**src/rtl/cpu_pkg.sv**
```systemverilog
// Shared encodings for the PC/fetch sequencer: next-PC selects, FSM states, reset PC.
package cpu_pkg;

    localparam logic [2:0] NPC_SEQ  = 3'b000;
    localparam logic [2:0] NPC_BEQ  = 3'b001;
    localparam logic [2:0] NPC_BNE  = 3'b010;
    localparam logic [2:0] NPC_J    = 3'b011;
    localparam logic [2:0] NPC_JAL  = 3'b100;
    localparam logic [2:0] NPC_JR   = 3'b101;
    localparam logic [2:0] NPC_STOP = 3'b110;
    localparam logic [2:0] NPC_RSVD = 3'b111;

    typedef enum logic [1:0] {
        ST_FETCH = 2'b00,
        ST_EXEC  = 2'b01,
        ST_HALT  = 2'b10
    } fsm_state_e;

    localparam logic [31:0] CPU_RESET_PC = 32'h0000_3000;

endpackage

```
**src/rtl/pc_fetch_unit_npc_calc.sv**
```systemverilog
// Combinational next-PC selection and jal link value for the current instruction.
module npc_calc
    import cpu_pkg::*;
(
    input  logic [31:0] pc,
    input  logic [2:0]  npc_sel,
    input  logic        zero,
    input  logic [15:0] imm16,
    input  logic [25:0] target26,
    input  logic [31:0] jr_addr,
    output logic [31:0] next_pc,
    output logic [31:0] link_addr
);

    logic [31:0] p4;
    logic [31:0] br_target;

    assign p4        = pc + 32'd4;
    assign br_target = p4 + {{14{imm16[15]}}, imm16, 2'b00};
    assign link_addr = p4;

    // Select the successor PC from the decoder's nPC_sel
    always_comb begin
        next_pc = p4;
        case (npc_sel)
            NPC_SEQ:         next_pc = p4;
            NPC_BEQ:         next_pc = zero  ? br_target : p4;
            NPC_BNE:         next_pc = !zero ? br_target : p4;
            NPC_J, NPC_JAL:  next_pc = {p4[31:28], target26, 2'b00};
            NPC_JR:          next_pc = jr_addr & 32'hFFFF_FFFC;
            NPC_STOP:        next_pc = pc;
            default:         next_pc = p4;
        endcase
    end

endmodule

```
**src/rtl/pc_fetch_unit.sv**
```systemverilog
// Program counter and fetch/exec/halt sequencer with fetch timeout and sticky error flags.
module pc_fetch_unit
    import cpu_pkg::*;
#(
    parameter logic [31:0] RESET_PC      = CPU_RESET_PC,
    parameter int unsigned FETCH_TIMEOUT = 16
) (
    input  logic        clk,
    input  logic        rst_n,
    input  logic [2:0]  npc_sel,
    input  logic        zero,
    input  logic [15:0] imm16,
    input  logic [25:0] target26,
    input  logic [31:0] jr_addr,
    input  logic        imem_valid,
    input  logic        resume,
    output logic [31:0] pc,
    output logic        imem_req,
    output logic        commit,
    output logic [31:0] link_addr,
    output logic        halted,
    output logic        fetch_err,
    output logic        sel_err
);

    localparam int unsigned CW = (FETCH_TIMEOUT > 1) ? $clog2(FETCH_TIMEOUT) : 1;
    localparam logic [CW-1:0] CNT_LAST = CW'(FETCH_TIMEOUT - 1);

    fsm_state_e    state_q, state_d;
    logic [31:0]   pc_q, pc_d;
    logic [CW-1:0] cnt_q, cnt_d;
    logic          ferr_q, ferr_d;
    logic          serr_q, serr_d;
    logic [31:0]   next_pc;

    npc_calc u_npc_calc (
        .pc        (pc_q),
        .npc_sel   (npc_sel),
        .zero      (zero),
        .imm16     (imm16),
        .target26  (target26),
        .jr_addr   (jr_addr),
        .next_pc   (next_pc),
        .link_addr (link_addr)
    );

    // State, PC, timeout counter and sticky flags
    always_ff @(posedge clk or negedge rst_n) begin
        if (!rst_n) begin
            state_q <= ST_FETCH;
            pc_q    <= RESET_PC;
            cnt_q   <= '0;
            ferr_q  <= 1'b0;
            serr_q  <= 1'b0;
        end else begin
            state_q <= state_d;
            pc_q    <= pc_d;
            cnt_q   <= cnt_d;
            ferr_q  <= ferr_d;
            serr_q  <= serr_d;
        end
    end

    // Next-state logic and state-decoded outputs
    always_comb begin
        state_d  = state_q;
        pc_d     = pc_q;
        cnt_d    = cnt_q;
        ferr_d   = ferr_q;
        serr_d   = serr_q;
        imem_req = 1'b0;
        commit   = 1'b0;
        halted   = 1'b0;
        case (state_q)
            ST_FETCH: begin
                imem_req = 1'b1;
                if (imem_valid) begin
                    state_d = ST_EXEC;
                    cnt_d   = '0;
                end else if (cnt_q == CNT_LAST) begin
                    state_d = ST_HALT;
                    ferr_d  = 1'b1;
                    cnt_d   = '0;
                end else begin
                    cnt_d = cnt_q + CW'(1);
                end
            end
            ST_EXEC: begin
                commit = 1'b1;
                if (npc_sel == NPC_RSVD) serr_d = 1'b1;
                if (npc_sel == NPC_STOP) begin
                    state_d = ST_HALT;
                end else begin
                    pc_d    = next_pc;
                    state_d = ST_FETCH;
                end
            end
            ST_HALT: begin
                halted = 1'b1;
                // Resume steps past the stop word so it is not re-executed
                if (resume) begin
                    pc_d    = link_addr;
                    ferr_d  = 1'b0;
                    state_d = ST_FETCH;
                end
            end
            default: state_d = ST_FETCH;
        endcase
    end

    assign pc        = pc_q;
    assign fetch_err = ferr_q;
    assign sel_err   = serr_q;

endmodule
```
**config.mk**
```make
export PLATFORM = sky130hd
export DESIGN_NAME = pc_fetch_unit
export DESIGN_NICKNAME = d
export VERILOG_FILES = /design/src/rtl/cpu_pkg.sv /design/src/rtl/pc_fetch_unit_npc_calc.sv /design/src/rtl/pc_fetch_unit.sv
export SDC_FILE = /design/constraint.sdc
export NUM_CORES = 1
export LEC_CHECK = 0
export ABC_AREA = 1
export CAP_MARGIN = 40
export CORE_MARGIN = 2
export CORE_UTILIZATION = 35
export DETAILED_ROUTE_END_ITERATION = 16
export SLEW_MARGIN = 0
export SYNTH_ARGS = -nofsm -noshare
export SYNTH_HDL_FRONTEND = slang
export SYNTH_SLANG_ARGS = --single-unit
```
**constraint.sdc**
```tcl
create_clock -name clk -period 5.6 [get_ports clk]
set_input_delay 1.68 -clock clk [delete_from_list [all_inputs] [get_ports clk]]
set_output_delay 1.68 -clock clk [all_outputs]
set_load 0.01 [all_outputs]
```
* After elaboration in Yosys (flattened, before gate mapping)
Cells that the tools add are included.
** Word-level totals
- Flip-flop bits (word level) :: 40
- Output and inout port bits :: 69
- Input bits :: 82
- Logic and storage cells :: 51
** Operators by class
- Add/subtract/negate cells :: 3
- Mux-type cells :: 20
- Equality and inequality tests :: 15
- Reduce and logical (&&, ||, !) cells :: 8
** Operators with widths (count)
- $mux W32 :: 4
- $pmux W32 S4 :: 1
- $pmux W32 S2 :: 1
- $add A32 B3 Y32 const B :: 1
- $add A32 B32 Y32 :: 1
- $eq A3 B3 Y1 const B :: 4
- $mux W2 :: 4
- $mux W4 :: 2
- $ne A2 B2 Y1 const B :: 4
- $eq A3 B2 Y1 const B :: 2
- $mux W1 :: 6
- $pmux W2 S3 :: 1
- $add A4 B1 Y4 const B :: 1
- $eq A4 B4 Y1 const B :: 1
- $reduce_and A2 Y1 :: 2
- $reduce_and A4 Y1 :: 1
- $reduce_bool A2 Y1 :: 2
- $eq A3 B1 Y1 const B :: 1
- $ne A3 B3 Y1 const B :: 1
- $reduce_and A3 Y1 :: 1
- $eq A2 B1 Y1 const B :: 1
- $eq A2 B2 Y1 const B :: 1
- $logic_not A2 Y1 :: 1
- $pmux W1 S2 :: 1
- $reduce_or A2 Y1 :: 1

* Logic depth before layout (Yosys ltp)
Gate-level depths: netlist of the first run.
- Word-level depth :: 6
- Depth in mapped cells :: 25

* Cells and area by module
A second synthesis of the first run with hierarchy kept.
** Unflattened totals
- Cells, all modules :: 1108
- Area total of the unflattened synthesis :: 6232.2 µm²
** By module, submodules not included
- npc_calc :: area an instance 4080.2 µm², cells each 811, times used 1, sequential area each 0.0 µm²
- pc_fetch_unit :: area an instance 2152.1 µm², cells each 297, times used 1, sequential area each 1003.5 µm²

* Worst setup path after synthesis of the first run
No wires, ideal clock.
- Kind :: input to register
- Start point :: input imm16[0]
- End point :: register pc_q[22], in the netlist pc[22]
- Arrival time :: 3.120 ns
- Data required time :: 5.482 ns
- Setup time :: 0.118 ns
- Stages on the path :: 15
- Path slack :: 2.362 ns
- Path through :: ha_1 -> inv_1 -> fa_1 -> inv_1 -> nand3_1 -> nand3_1 -> nand2_1 -> nand3_1 -> nand2_1 -> nand2_1 -> nand2_1 -> nand3_1 -> nand2_1 -> a21oi_1 -> nor2_1
** On the way
- Word-level cells in the longest chain between the ends :: 5
- Elaborated cells on any way between the ends :: 6
** Ends and longest elaborated chain
- from (decl) :: RTL line pc_fetch_unit.sv:12 : input logic [15:0] imm16,
- $add A32 B32 Y32 (*) :: RTL line pc_fetch_unit_npc_calc.sv:19 : assign br_target = p4 + {{14{imm16[15]}}, imm16, 2'b00};
- $mux W32 (on tied branches) :: RTL line pc_fetch_unit_npc_calc.sv:28, pc_fetch_unit_npc_calc.sv:27
- $pmux W32 S4 (*) :: RTL line pc_fetch_unit_npc_calc.sv:25 : case (npc_sel)
- $mux W32 (*) :: RTL line pc_fetch_unit.sv:91 : if (npc_sel == NPC_STOP) begin
- $pmux W32 S2 (*) :: RTL line pc_fetch_unit.sv:74 : case (state_q)
- to (signal assigned) :: RTL line pc_fetch_unit.sv:57 : pc_q <= pc_d;
- to (decl) :: RTL line pc_fetch_unit.sv:30 : logic [31:0] pc_q, pc_d;
Mark *: on every way between the ends. The rest lies on a longest branch, timed or not. The select of a mux whose other input is x is not followed.
A chain may end at the register's enable or synchronous reset.

* Worst setup path after layout of the first run
- Start point :: register pc_q[3], in the netlist pc[3]
- End point :: output link_addr[12]
** On the way
- Word-level cells in the longest chain between the ends :: 1
** Ends and longest elaborated chain
- $add A32 B3 Y32 :: RTL line pc_fetch_unit_npc_calc.sv:18 : assign p4 = pc + 32'd4;
- to (decl) :: RTL line pc_fetch_unit.sv:20 : output logic [31:0] link_addr,
Every way passes these cells.

==> results of run 1 <==
## worst min-delay path by stage
stage | startpoint | endpoint | slack, ns | cells after the start
2_1_floorplan | sel_err | sel_err | 0.51 | 1
3_3_place_gp | sel_err | sel_err | 0.47 | 1
3_5_place_dp | sel_err | sel_err | 0.46 | 1
4_1_cts | sel_err | sel_err | 0.49 | 1
5_1_grt | sel_err | sel_err | 0.51 | 1
6_report | sel_err | sel_err | 0.49 | 1
## flip-flops by register name (all words and copies together) (netlist names)
name       count
fetch_err      1
state_q        2
cnt_q          4
pc            30
sel_err        1
## per-layer routing
| layer | share of wire [%] | routed length [µm] |
|---|---|---|
| met5 | 0 | 0 |
| met4 | 2.5 | 518 |
| met3 | 7.4 | 1530 |
| met2 | 44 | 9010 |
| met1 | 46 | 9520 |
## stage by stage
step	worst slack, ns	power [mW]	cell area (µm²)	hold slack [ns]	std cells
2_1_floorplan	2.36	2.49	5690	0.513	995
3_3_place_gp	1.17	3.62	7300	0.474	1336
3_5_place_dp	1.17	3.65	7350	0.462	1338
4_1_cts	1.20	4.06	7550	0.486	1346
5_1_grt	1.14	4.45	7550	0.505	1346
6_report	1.21	4.05	7550	0.485	1346
## logic make-up after synthesis
logic type,count (synthesis)
AND/OR/NAND/NOR,555
buffers and inverters,203
flip-flops,38
AO/OA/AOI/OAI,136
adder cells (fa/ha/maj),36
XOR/XNOR,23
other,1
## cells in the mapped netlist (all sizes together) (5+ instances only)
| library cell | n | share of area, % |
|---|---|---|
| nand2 | 349 | 24 |
| inv | 179 | 12 |
| nor2 | 103 | 8.3 |
| a21oi | 62 | 5.9 |
| nand3 | 60 | 5.5 |
| dfrtp | 36 | 16 |
| ha | 35 | 7.7 |
| o21ai | 32 | 2.8 |
| a22oi | 30 | 4.0 |
| buf | 19 | 2.0 |
| nor3 | 17 | 2.0 |
| xor2 | 16 | 2.6 |
| nand4 | 10 | 1.1 |
| xnor2 | 7 | 1.1 |
| nand3b | 6 | 1.0 |
| or2 | 5 | 0.55 |
## power by group through the flow
stage                     clock network [mW]  registers, mW  logic (mW)
final                                  0.380          0.582        3.09
after global routing                   0.398          0.604        3.45
after CTS                              0.385          0.584        3.09
after detailed placement                   0          0.587        3.07
after global placement                     0          0.586        3.04
after floorplan                            0          0.586        1.91
## cell type report
cell class / instances / share of cell area [%]
clock buffers: 5 / 1.66
inverters: 181 / 9.00
multi-input cells: 754 / 52.1
repair buffers: 149 / 20.1
clock inverters: 3 / 0.912
flip-flops and latches: 38 / 12.6
well taps: 216 / 3.58
## worst max-delay path: cells and delay by family, from the launching register on
family	cells	cell delay [ns]
AND/OR/NAND/NOR	4	0.65
buffers and inverters	1	0.64
XOR/XNOR	1	0.47
flip-flops	1	0.44
adder cells (fa/ha/maj)	1	0.23
==> flow_summary.ini, run 1 <==
[setup_path]
worstPathCellList = ha_1 > nand2_2 > nor2_4 > nand2_1 > nor2_2 > xor2_1 > clkdlybuf4s50_1
critical_path.endpoint_type = output port
crit_fanout = 5
r2r_setup_slack_ns = 1.97
worstReg2RegEnd = pc[22]
critPathSlowestCell = clkdlybuf4s50_1
endpoint = link_addr[12]
reg2regPathDepth = 19
setup.worst_path.start = pc[3]
crit_path_max_incr_delay_ns = 0.64
crit_type = reg -> out
required_ns = 3.92
critPathLaunchType = flip-flop
critPathArrivalTime_ns = 2.71
regToRegStartpoint = pc[3]

[synthesis]
synth-compound-area-share_pct = 14.2
syn_area_um2 = 5680
ys_warn_count = 0
synth_adder_area_share_pct = 8.06
ys_seq_area_share_pct = 16.8
async_flop_share_pct = 100
synthSimpleGateAreaFrac_pct = 43.0
muxShareOfSynthArea_pct = 0
yosys.area_share.xor_xnor_pct = 3.68
synth_flop_cell = dfrtp_1
synth_top_family_by_area = simple AND/OR/NAND/NOR gates
synth_cell_types = 47
syn_area_per_cell_um2 = 5.73
syn_inst = 992
synth_edf_count = 0
yosys_register_bits = 38

[grt]
antenna_found_initial = 0
grt_pass1_vias = 6312
groute.layer.met1.usage_pct = 32.3
grt_max_degree = 33
met3_usage_pct = 4.32
grt_pass1_wl_mm = 32.7
grt-ovfl-total = 0
use_met2_pct = 38.5
track_usage_pct = 23.7
busiest_layer = met2

[power_and_ir_drop]
sw_frac_of_total_pct = 53.7
pwr-share-comb_pct = 76.2
powerDensity_nw_per_um2 = 537
p_int_mw = 1.87
p_sw_mw = 2.18
pwr-share-clk_pct = 9.4
peakVddDrop_mv = 0.211
p_leak_nw = 3.89
seq_power_share_pct = 14.4

[finish]
fin_nets = 1247
multi_input_area_um2 = 3940
utilization_pct = 47.5
syn2layout_area_growth_pct = 32.8
final_cell_mix = nand2_1, inv_1, clkdlybuf4s50_1
fill_cells = 1747
final_common_cell = nand2_1
drive_above_1_share_pct = 6.28
diodes = 0
register_area_um2 = 953

[flow_run]
drv_cap = 0

[drt]
wl_per_cell_um = 15.3
first_pass_iters = 5
drt_iter0_markers = 425
detail-route-antenna-nets = 0
via_per_inst = 4.88
drc = 0
drt_wl_total_mm = 20.6
vias = 6574

[clock_tree]
clkTransAtPathRegs_ns = 0.06
ctsHoldBuffers = 0
cts_setup_buffers = 0
cts_tree = built
cts_resized = 0
htreeDepth = 2
clk_latency_ns = 0.29
cts.root.buffer_cell = clkbuf_16
cts.sinks = 38
cts_inserted_buffers = 5
clock_path_buffers = 2

[floorplan]
chipWidth_um = 131
fp.dieArea_um2 = 17300
start_util_pct = 35.8
rows = 46
die-height_um = 131
ios = 151
coreArea_um2 = 15900

[placed_design]
hpwlAfterDp_mm = 17.3
io_buffers = 144
gp_congestion = 0.923

[timing]
hold_violations = 0
max_freq_mhz = 228
period_share_pct = 78.4
relSlewSlack_pct = 40.8
skew_ns = 0.00535
drv_slew = 0
max_slew.worst_pin.slew_ns = 0.886
rsz0062_at_grt = false
setup-violations-final = 0
min_period_ns = 4.39
setup_tns_ns = 0

[outcome]
status = complete, no violations

[min_path]
holdCritPathClass = reg -> reg
No activity file was read; power rests on OpenSTA's default activity.
==> run 2: changes to the inputs <==
==> constraint.sdc (replaced) <==
create_clock -name clk -period 3.7 [get_ports clk]
set_input_delay 1.11 -clock clk [delete_from_list [all_inputs] [get_ports clk]]
set_output_delay 1.11 -clock clk [all_outputs]
set_load 0.01 [all_outputs]
==> flow_summary.ini, run 2 (same netlist as run 1, synthesis figures left out) <==
[outcome]
status = complete, no violations

[clock_tree]
ctsHoldBuffers = 0
cts.sinks = 38
cts.root.buffer_cell = clkbuf_16
htreeDepth = 2
clkTransAtPathRegs_ns = 0.06
clock_path_buffers = 2
cts_tree = built
clk_latency_ns = 0.30
cts_inserted_buffers = 5

[placed_design]
hpwlAfterDp_mm = 17.3
io_buffers = 144
place_area_um2 = 7400
gp_congestion = 0.927
dpl_worst_slack_ns = 0.241

[finish]
largest_reg_flops = 30
final_area_um2 = 7600
register_area_um2 = 956
drive_above_1_share_pct = 7.29
multi_input_area_um2 = 3960
syn2layout_area_growth_pct = 33.8
final_cell_mix = nand2_1, inv_1, clkdlybuf4s50_1
diodes = 0
fill_cells = 1741
fin_nets = 1255
final_common_cell = nand2_1

[timing]
drv_slew = 0
setup_tns_ns = 0
min_period_ns = 3.58
max_slew.worst_pin.slew_ns = 0.572
rsz0062_at_grt = false
period_share_pct = 96.8
hold_ws_ns = 0.487
setup-violations-final = 0
relSlewSlack_pct = 61.8
hold_violations = 0
finalWorstSetupSlack_ns = 0.118
skew_ns = 0.00303
max_freq_mhz = 279

[setup_path]
endpoint = link_addr[17]
critical_path.endpoint_type = output port
critPathLaunchType = flip-flop
regToRegStartpoint = pc[12]
crit_type = reg -> out
required_ns = 2.59
reg2regPathDepth = 19
worstReg2RegEnd = pc[29]
setup.worst_path.start = pc[4]
critPathArrivalTime_ns = 2.47
crit_fanout = 6
r2r_setup_slack_ns = 0.40

[drt]
vias = 6636
drt_wl_total_mm = 20.9
via_per_inst = 4.90
wl_met3_mm = 1.63
drt-met1-wl_mm = 9.41
highest_layer = met4
first_pass_iters = 5
detail-route-antenna-nets = 0
drt_iter0_markers = 444
drc = 0
wl_met2_mm = 9.46
wl_per_cell_um = 15.4

[power_and_ir_drop]
p_total_mw = 6.11
peakVddDrop_mv = 0.378
p_leak_nw = 3.92
powerDensity_nw_per_um2 = 804

[grt]
grt-ovfl-total = 0
track_usage_pct = 24.1
grt_pass1_wl_mm = 33.1
antenna_found_initial = 0
grt_pass1_vias = 6250
grt_max_degree = 32

[min_path]
holdCritPathClass = reg -> reg

[floorplan]
start_util_pct = 35.8
ios = 151
fp.dieArea_um2 = 17300
die-height_um = 131
coreArea_um2 = 15900
chipWidth_um = 131
rows = 46

[flow_run]
drv_cap = 0
==> run 2: changes by cell type in the layout (fill, tap and decap cells not counted), sizes merged <==
| cell | delta |
|---|---|
| buf | +8 |
| clkdlybuf4s50 | -2 |
| clkinvlp | +2 |
| dlymetal6s2s | +2 |
| bufinv | -1 |
| clkinv | -1 |
==> run 2: power breakdown <==
group	switching (mW)	total [mW]	internal, mW
Sequential	0.266	0.876	0.611
Combinational	2.86	4.73	1.86
Clock	0.190	0.508	0.318
Total	3.32	6.11	2.79
==> run 2: final cells by class <==
cell class | count | share of cell area (%)
clock buffers | 5 | 1.65
clock inverters | 3 | 0.592
inverters | 181 | 8.94
multi-input cells | 754 | 52.0
flip-flops and latches | 38 | 12.6
well taps | 216 | 3.55
repair buffers | 157 | 20.7
==> run 2: how the worst min path moves through the flow <==
stage          startpoint      end  slack [ns]  cells past startpoint
6_report          sel_err  sel_err        0.49                      1
5_1_grt           sel_err  sel_err        0.51                      1
4_1_cts           sel_err  sel_err        0.50                      1
3_5_place_dp      sel_err  sel_err        0.47                      1
3_3_place_gp      sel_err  sel_err        0.47                      1
2_1_floorplan     sel_err  sel_err        0.51                      1
==> run 2: layer usage <==
metal,global-route usage [%],vias up
li1,-,3407
met1,32.3,2944
met3,4.75,22
met2,40.2,263
met4,5.31,0
met5,0,-
==> run 2: what timing repair did <==
item / CTS / global route
buffers inserted: 0 / 1
resized for setup: 0 / 8
endpoints found under the setup margin: 0 / 8
==> run 2: stage by stage <==
| step | instances | utilization [%] |
|---|---|---|
| floorplan | 995 | - |
| global placement | 1344 | 46.4 |
| detailed placement | 1345 | 46.6 |
| CTS | 1353 | 47.6 |
| global route | 1354 | 47.9 |
| finish | 1354 | 47.9 |
==> run 2: critical path: stages (launching register included) <==
cell and delay, ns:
dfrtp_1 0.48, nand2_1 0.13, nor2_4 0.19, nand2_4 0.10, nor2_4 0.10, and3_1 0.23, nor2_1 0.07, a21oi_2 0.27
clkdlybuf4s50_1 0.60
